[src/rtl/acca_pkg.sv]
// Shared types and constants for the pipelined quadrant-approximate MAC.
package acca_pkg;

   // Per-quadrant approximation mode.
   typedef enum logic [1:0] {
      EXACT       = 2'd0,
      TRUNC2      = 2'd1,
      TRUNCH      = 2'd2,
      TRUNCH_COMP = 2'd3
   } mode_e;

   // Position of each quadrant's 2-bit field inside the 8-bit mode word.
   // The index also encodes the operand halves: bit 1 = a high, bit 0 = b high.
   localparam int QUAD_LL = 0;
   localparam int QUAD_LH = 1;
   localparam int QUAD_HL = 2;
   localparam int QUAD_HH = 3;

   // Extract one quadrant's mode from the packed mode word.
   function automatic mode_e quad_mode(input logic [7:0] modes, input int idx);
      return mode_e'(modes[2*idx +: 2]);
   endfunction

endpackage

[src/rtl/acca_pipe_mac_if.sv]
// Operand stream in, result stream out, both valid/ready.
interface acca_pipe_mac_if #(
   parameter int WIDTH = 8,
   parameter int ACC_W = 2*WIDTH+8
);
   logic             in_valid;
   logic             in_ready;
   logic [WIDTH-1:0] in_a;
   logic [WIDTH-1:0] in_b;
   logic [7:0]       in_mode;
   logic             in_acc;
   logic             out_valid;
   logic             out_ready;
   logic [ACC_W-1:0] out_data;

   // Operand source / result sink side.
   modport master (
      output in_valid, in_a, in_b, in_mode, in_acc, out_ready,
      input  in_ready, out_valid, out_data
   );

   // The MAC itself.
   modport slave (
      input  in_valid, in_a, in_b, in_mode, in_acc, out_ready,
      output in_ready, out_valid, out_data
   );
endinterface

[src/rtl/acca_quad_mul.sv]
// One H x H unsigned partial product with its approximation mode applied.
module acca_quad_mul
   import acca_pkg::*;
#(
   parameter int H = 4
) (
   input  logic [H-1:0]   a,
   input  logic [H-1:0]   b,
   input  mode_e          mode,
   output logic [2*H-1:0] p
);

   localparam logic [2*H-1:0] LOW2_MASK = (2*H)'(3);
   localparam logic [2*H-1:0] LOWH_MASK = (2*H)'((1 << H) - 1);
   localparam logic [2*H-1:0] COMP_BIT  = (2*H)'(1) << (H - 1);

   logic [2*H-1:0] exact;

   assign exact = (2*H)'(a) * (2*H)'(b);

   // Apply the quadrant's truncation / mid-point compensation.
   always_comb begin
      // NOTE: default assignment first so every path drives p and no latch is inferred.
      p = exact;
      case (mode)
         EXACT:       p = exact;
         TRUNC2:      p = exact & ~LOW2_MASK;
         TRUNCH:      p = exact & ~LOWH_MASK;
         TRUNCH_COMP: p = (exact & ~LOWH_MASK) | COMP_BIT;
         default:     p = exact;
      endcase
   end

endmodule

[src/rtl/acca_pipe_mac.sv]
// Two-stage valid/ready quadrant-approximate multiply-accumulate.
// Stage 1 holds the four modified partial products; stage 2 holds the
// saturated, optionally accumulated result, which also feeds accumulation.
module acca_pipe_mac
   import acca_pkg::*;
#(
   parameter int WIDTH = 8,
   parameter int ACC_W = 2*WIDTH+8
) (
   input  logic          clk,
   input  logic          rst,
   acca_pipe_mac_if.slave bus
);

   localparam int H  = WIDTH / 2;
   localparam int PW = 2*WIDTH + 2;

   logic [H-1:0] a_hi, a_lo, b_hi, b_lo;

   logic [3:0][2*H-1:0] pp;
   logic [3:0][2*H-1:0] s1_pp;
   logic                s1_valid;
   logic                s1_acc;

   logic                s1_load;
   logic                s2_load;
   logic                out_valid;
   logic [ACC_W-1:0]    out_data;

   logic [PW-1:0]       sum_wide;
   logic [2*WIDTH-1:0]  prod;
   logic [ACC_W-1:0]    new_data;

   assign a_hi = bus.in_a[WIDTH-1:H];
   assign a_lo = bus.in_a[H-1:0];
   assign b_hi = bus.in_b[WIDTH-1:H];
   assign b_lo = bus.in_b[H-1:0];

   // Quadrant index bit 1 picks a's half, bit 0 picks b's half.
   for (genvar q = 0; q < 4; q++) begin : g_quad
      acca_quad_mul #(.H(H)) u_quad (
         .a    ((q >= 2)     ? a_hi : a_lo),
         .b    ((q % 2 == 1) ? b_hi : b_lo),
         .mode (quad_mode(bus.in_mode, q)),
         .p    (pp[q])
      );
   end

   // Handshake: s2 advances when it is empty or being drained; s1 frees up
   // whenever s2 takes its beat, so in_ready never looks at in_valid.
   assign s2_load      = s1_valid && (!out_valid || bus.out_ready);
   assign bus.in_ready = !s1_valid || s2_load;
   assign s1_load      = bus.in_valid && bus.in_ready;

   // Recombine the quadrants with two guard bits, then clamp to 2*WIDTH bits.
   always_comb begin
      sum_wide = (PW'(s1_pp[QUAD_HH]) << WIDTH)
               + ((PW'(s1_pp[QUAD_HL]) + PW'(s1_pp[QUAD_LH])) << H)
               + PW'(s1_pp[QUAD_LL]);
      if (sum_wide[PW-1:2*WIDTH] != '0)
         prod = '1;
      else
         prod = sum_wide[2*WIDTH-1:0];
      new_data = s1_acc ? (out_data + ACC_W'(prod)) : ACC_W'(prod);
   end

   // Stage 1 register: partial products, accumulate flag and valid.
   always_ff @(posedge clk or posedge rst) begin
      if (rst) begin
         // NOTE: datapath registers are reset too, so no X ever reaches the adder tree.
         s1_valid <= 1'b0;
         s1_acc   <= 1'b0;
         s1_pp    <= '0;
      end else begin
         // NOTE: non-blocking assignments so every register samples pre-edge values.
         if (s1_load) begin
            s1_valid <= 1'b1;
            s1_acc   <= bus.in_acc;
            s1_pp    <= pp;
         end else if (s2_load) begin
            s1_valid <= 1'b0;
         end
      end
   end

   // Stage 2 register: result and valid; data persists after consumption.
   always_ff @(posedge clk or posedge rst) begin
      if (rst) begin
         out_valid <= 1'b0;
         out_data  <= '0;
      end else if (s2_load) begin
         out_valid <= 1'b1;
         out_data  <= new_data;
      end else if (bus.out_ready) begin
         out_valid <= 1'b0;
      end
   end

   assign bus.out_valid = out_valid;
   assign bus.out_data  = out_data;

endmodule

[src/flat_wrapper.sv]
// flat-port wrapper written by rule: the top's interface ports become plain ports
module acca_pipe_mac_flat import acca_pkg::*;
#(
   parameter int WIDTH = 8,
   parameter int ACC_W = 2*WIDTH+8
)
  (clk, rst, bus_in_valid, bus_in_a, bus_in_b, bus_in_mode, bus_in_acc, bus_out_ready, bus_in_ready, bus_out_valid, bus_out_data);
  acca_pipe_mac_if #(.WIDTH(WIDTH), .ACC_W(ACC_W)) bus_i ();
  input  logic clk;
  input  logic rst;
  input wire logic [$bits(bus_i.in_valid)-1:0] bus_in_valid;
  input wire logic [$bits(bus_i.in_a)-1:0] bus_in_a;
  input wire logic [$bits(bus_i.in_b)-1:0] bus_in_b;
  input wire logic [$bits(bus_i.in_mode)-1:0] bus_in_mode;
  input wire logic [$bits(bus_i.in_acc)-1:0] bus_in_acc;
  input wire logic [$bits(bus_i.out_ready)-1:0] bus_out_ready;
  output wire logic [$bits(bus_i.in_ready)-1:0] bus_in_ready;
  output wire logic [$bits(bus_i.out_valid)-1:0] bus_out_valid;
  output wire logic [$bits(bus_i.out_data)-1:0] bus_out_data;
  assign bus_i.in_valid = bus_in_valid;
  assign bus_i.in_a = bus_in_a;
  assign bus_i.in_b = bus_in_b;
  assign bus_i.in_mode = bus_in_mode;
  assign bus_i.in_acc = bus_in_acc;
  assign bus_i.out_ready = bus_out_ready;
  assign bus_in_ready = bus_i.in_ready;
  assign bus_out_valid = bus_i.out_valid;
  assign bus_out_data = bus_i.out_data;
  acca_pipe_mac #(.WIDTH(WIDTH), .ACC_W(ACC_W)) u_core (.clk(clk), .rst(rst), .bus(bus_i));
endmodule
[config.mk]
export PLATFORM = sky130hd
export DESIGN_NAME = acca_pipe_mac_flat
export DESIGN_NICKNAME = d
export VERILOG_FILES = /design/src/rtl/acca_pkg.sv /design/src/rtl/acca_pipe_mac_if.sv /design/src/rtl/acca_quad_mul.sv /design/src/rtl/acca_pipe_mac.sv /design/src/flat_wrapper.sv
export SDC_FILE = /design/constraint.sdc
export NUM_CORES = 1
export LEC_CHECK = 0
export CAP_MARGIN = 20
export CORE_MARGIN = 2
export CORE_UTILIZATION = 35
export CTS_BUF_LIST = sky130_fd_sc_hd__clkbuf_2
export CTS_CLUSTER_DIAMETER = 40
export DETAILED_ROUTE_END_ITERATION = 16
export PLACE_DENSITY = 0.6
export SYNTH_ARGS = -nofsm -noshare
export SYNTH_HDL_FRONTEND = slang
export SYNTH_SLANG_ARGS = --single-unit
[constraint.sdc]
create_clock -name clk -period 13.95 [get_ports clk]
set_clock_uncertainty 0.15 [all_clocks]
set_input_delay 4.185 -clock clk [delete_from_list [all_inputs] [get_ports clk]]
set_output_delay 4.185 -clock clk [all_outputs]
set_load 0.02 [all_outputs]
==> results.tsv <==
stage	metric	value	unit
sta	hold_ws	355	ps
drt	total number of vias	4904	
setup_path	reg2reg path depth	22	
outcome	status	completed	
yosys	EDFF count, synth	0	
yosys	main area contributors after synthesis	dfrtp_1, ha_1, nand2_1	
cts	worst-skew pair later-pin latency	510	ps
floorplan	die height	135	um
cts	H-tree Lvls	3	
sta	RSZ-0062 raised after global routing	no	
global_route	global-route wire length before repair	23.0	mm
place	routability cong.	0.879	
yosys	Yosys reg bits	59	
global_route	vias in the first global route	4697	
yosys	Async SR Flop Fraction	1.00	
sta	setup violators final	0	
setup_path	Buf/Inv on CP	2	
cts	Clock Tree Root	clkbuf_2	
sta	post-layout min period	9760	ps
min_path	kind of path behind the tightest hold check	reg -> reg	
drt	1st-iter DRT viols	216	
cts	CTS Buf Count	9	
setup_path	number of cells on the critical path	3	
yosys	post-synthesis cell type count	65	
sta	Worst-Margin Slew	776	ps
drt	Antenna Violating Nets Remaining	0	
layout	layout cells sized above 1	0.0571	
floorplan	Die Span X	135	um
cts	CTS clk-pin slew, worst paths	160	ps
layout	Seq. cell area	1480	sq um
power	Cell Pwr Density	165	nW/um^2
setup_path	CP Capture Type	primary output	
drt	drc violations	0	
setup_path	Arr. time, crit path	5430	ps
setup_path	CP startpoint	bus_out_ready	
sta	Max Clk Rate	0.102	GHz
sta	Setup TNS Final	0	ps
floorplan	Placeable Area	16700	sq um
drt	Vias per Instance	5.04	
setup_path	most frequent CP cell	clkdlybuf4s50_1	
layout	# fillers	1724	
floorplan	# IOs	55	
cts	setup bufs post-CTS	0	
global_route	Overall Global Routing Usage	0.157	
setup_path	Top Family by Delay on Critical Path	buffers and inverters	
setup_path	CP Capture Point	bus_in_ready	
global_route	initial antenna violation count	0	
power	clock group share of total power	0.095	
yosys	top-count cell post-synth	nand2_1	
setup_path	flop2flop setup slack	8540	ps
setup_path	critical path type	in -> out	
floorplan	Starting Density	0.361	
cts	Max Root-Sink Buffers	2	
setup_path	CP Data Required Time	9610	ps
power	Switching Share	0.490	
power	Worst VDD drop	150	uV
layout	Nets	878	
setup_path	Worst path max stage delay	630	ps
yosys	Mapped Nets	827	
setup_path	R2R Path Start	u_core.s1_pp[8]$_DFFE_PP0P_	
setup_path	CP cell instances	clkdlybuf4s50_1 -> nand3b_1 -> clkdlybuf4s50_1	
run	max cap viols	0	
setup_path	worst reg2reg endpoint	u_core.bus.out_data[22]$_DFFE_PP0P_	
sta	Fin. Hold Viols	0	
cts	Resized Gates After CTS	0	
drt	Detailed Route WL	13.8	mm
drt	Avg WL per Cell	14.2	um
yosys	Synth area leader	dfrtp_1	
place	Port Buffers	54	
power	LEAKAGE	0.00326	uW
global_route	global route total overflow	0	
sta	Slew Limit Fails	0	
yosys	register area share after synthesis	0.245	
yosys	post-synthesis instance area	6030	sq um
setup_path	Max FO, Critical Path	3	
yosys	dominant synthesized flop cell	dfrtp_1	
yosys	Synth Warn #	0	
place	DP Wirelength	10.9	mm
power	Internal	582	uW
cts	CTS Hold Bufs	0	
yosys	Syn Inst Count	697	
power	Sequential Power Share	0.221	
layout	Area Overhead vs Synth	14.6	%
floorplan	Core Rows	47	
layout	multi-input logic area	4320	sq um
drt	drt pass-1 iters	6	
power	Comb pwr share	0.684	
sta	Tcrit/Tclk final	0.700	
setup_path	crit start category	input pin	
yosys	synth cell count leaders	nand2_1, ha_1, dfrtp_1	
sta	slew margin rel.	0.483	
floorplan	full die area	18300	sq um
cts	CTS tree	built	
layout	number of inserted diodes	0	
global_route	pin count of the biggest net entering global routing	66	
yosys	Synth top area share	0.245	
setup_path	Slowest-stage cell, CP	clkdlybuf4s50_1	
cts	TritonCTS Sinks	59	
power	Switch Pwr	559	uW
yosys	syn avg cell area	8.65	sq um
==> cells in the final DEF, fill, tap and decap left out, types with 19 or more instances in the layout <==
cell type and count:
xnor2_1 24, o21ai_0 54, a21oi_1 44, fa_1 19, inv_1 40, nor2_1 32
nand2_1 106, a21o_1 19, ha_1 82, dfrtp_1 59, clkdlybuf4s50_1 54, and2_1 37
==> cell type report <==
cell class,count,area share
Clock buffer,10,0.00725
Clock inverter,6,0.00815
Inverter,42,0.0228
Multi-Input combinational cell,579,0.625
Sequential cell,59,0.214
Tap cell,220,0.0398
Timing Repair Buffer,57,0.0833
==> registers in the layout, indices dropped and copies added (netlist names) <==
| name | count |
|---|---|
| u_core.s1_valid | 1 |
| u_core.s1_acc | 1 |
| u_core.bus.out_valid | 1 |
| u_core.s1_pp | 32 |
| u_core.bus.out_data | 24 |
==> power groups by stage <==
stage / Combinational, uW / Sequential, uW / Clock (uW)
5_1_grt: 869 / 259 / 121
3_3_place_gp: 766 / 257 / 0
4_1_cts: 775 / 253 / 115
3_5_place_dp: 771 / 257 / 0
2_1_floorplan: 573 / 269 / 0
6_report: 780 / 253 / 109
==> kinds of logic (layout without fill, tap and decap cells) <==
logic type,Yosys count,count (layout),synth area share
buffers and inverters,59,115,0.0390
XOR/XNOR,38,38,0.0552
adder cells (fa/ha/maj),101,101,0.233
AND/OR/NAND/NOR,237,237,0.189
flip-flops,59,59,0.245
multiplexers,18,18,0.0311
AO/OA/AOI/OAI,185,185,0.207
==> layer usage <==
metal | global-route usage | vias up | routed length (um)
met1 | 0.217 | 2246 | 6940
met3 | 0.0180 | 9 | 472
met2 | 0.255 | 85 | 6250
li1 | - | 2564 | -
met5 | 0 | - | 0
met4 | 0.0573 | 0 | 138
==> stage by stage <==
step           cell area [sq um]  setup slack (ps)  total power (uW)  instances   util
6_report                    6910              4190              1140        973  0.414
5_1_grt                     6910              4140              1250        973  0.414
4_1_cts                     6890              4180              1140        972  0.412
3_5_place_dp                6780              4180              1030        956  0.406
3_3_place_gp                6780              4190              1020        956  0.406
2_1_floorplan               6030              5150               842        697      -
==> worst min-delay path, stage by stage (launching register included) <==
cell,delay (ps)
dfrtp_1,380
nand2_1,50
o21ai_0,60
==> how the worst min path moves through the flow <==
stage | from | endpoint | cells after the start | slack (ps)
after floorplan | u_core.s1_pp[0]$_DFFE_PP0P_ | u_core.s1_pp[0]$_DFFE_PP0P_ | 2 | 290
after global placement | u_core.s1_pp[3]$_DFFE_PP0P_ | u_core.s1_pp[3]$_DFFE_PP0P_ | 2 | 310
after detailed placement | u_core.s1_pp[18]$_DFFE_PP0P_ | u_core.s1_pp[18]$_DFFE_PP0P_ | 2 | 330
after CTS | u_core.s1_pp[18]$_DFFE_PP0P_ | u_core.s1_pp[18]$_DFFE_PP0P_ | 2 | 360
after global routing | u_core.s1_pp[14]$_DFFE_PP0P_ | u_core.s1_pp[14]$_DFFE_PP0P_ | 2 | 390
final | u_core.s1_pp[18]$_DFFE_PP0P_ | u_core.s1_pp[18]$_DFFE_PP0P_ | 2 | 350
No activity file was read; power rests on OpenSTA's default activity.
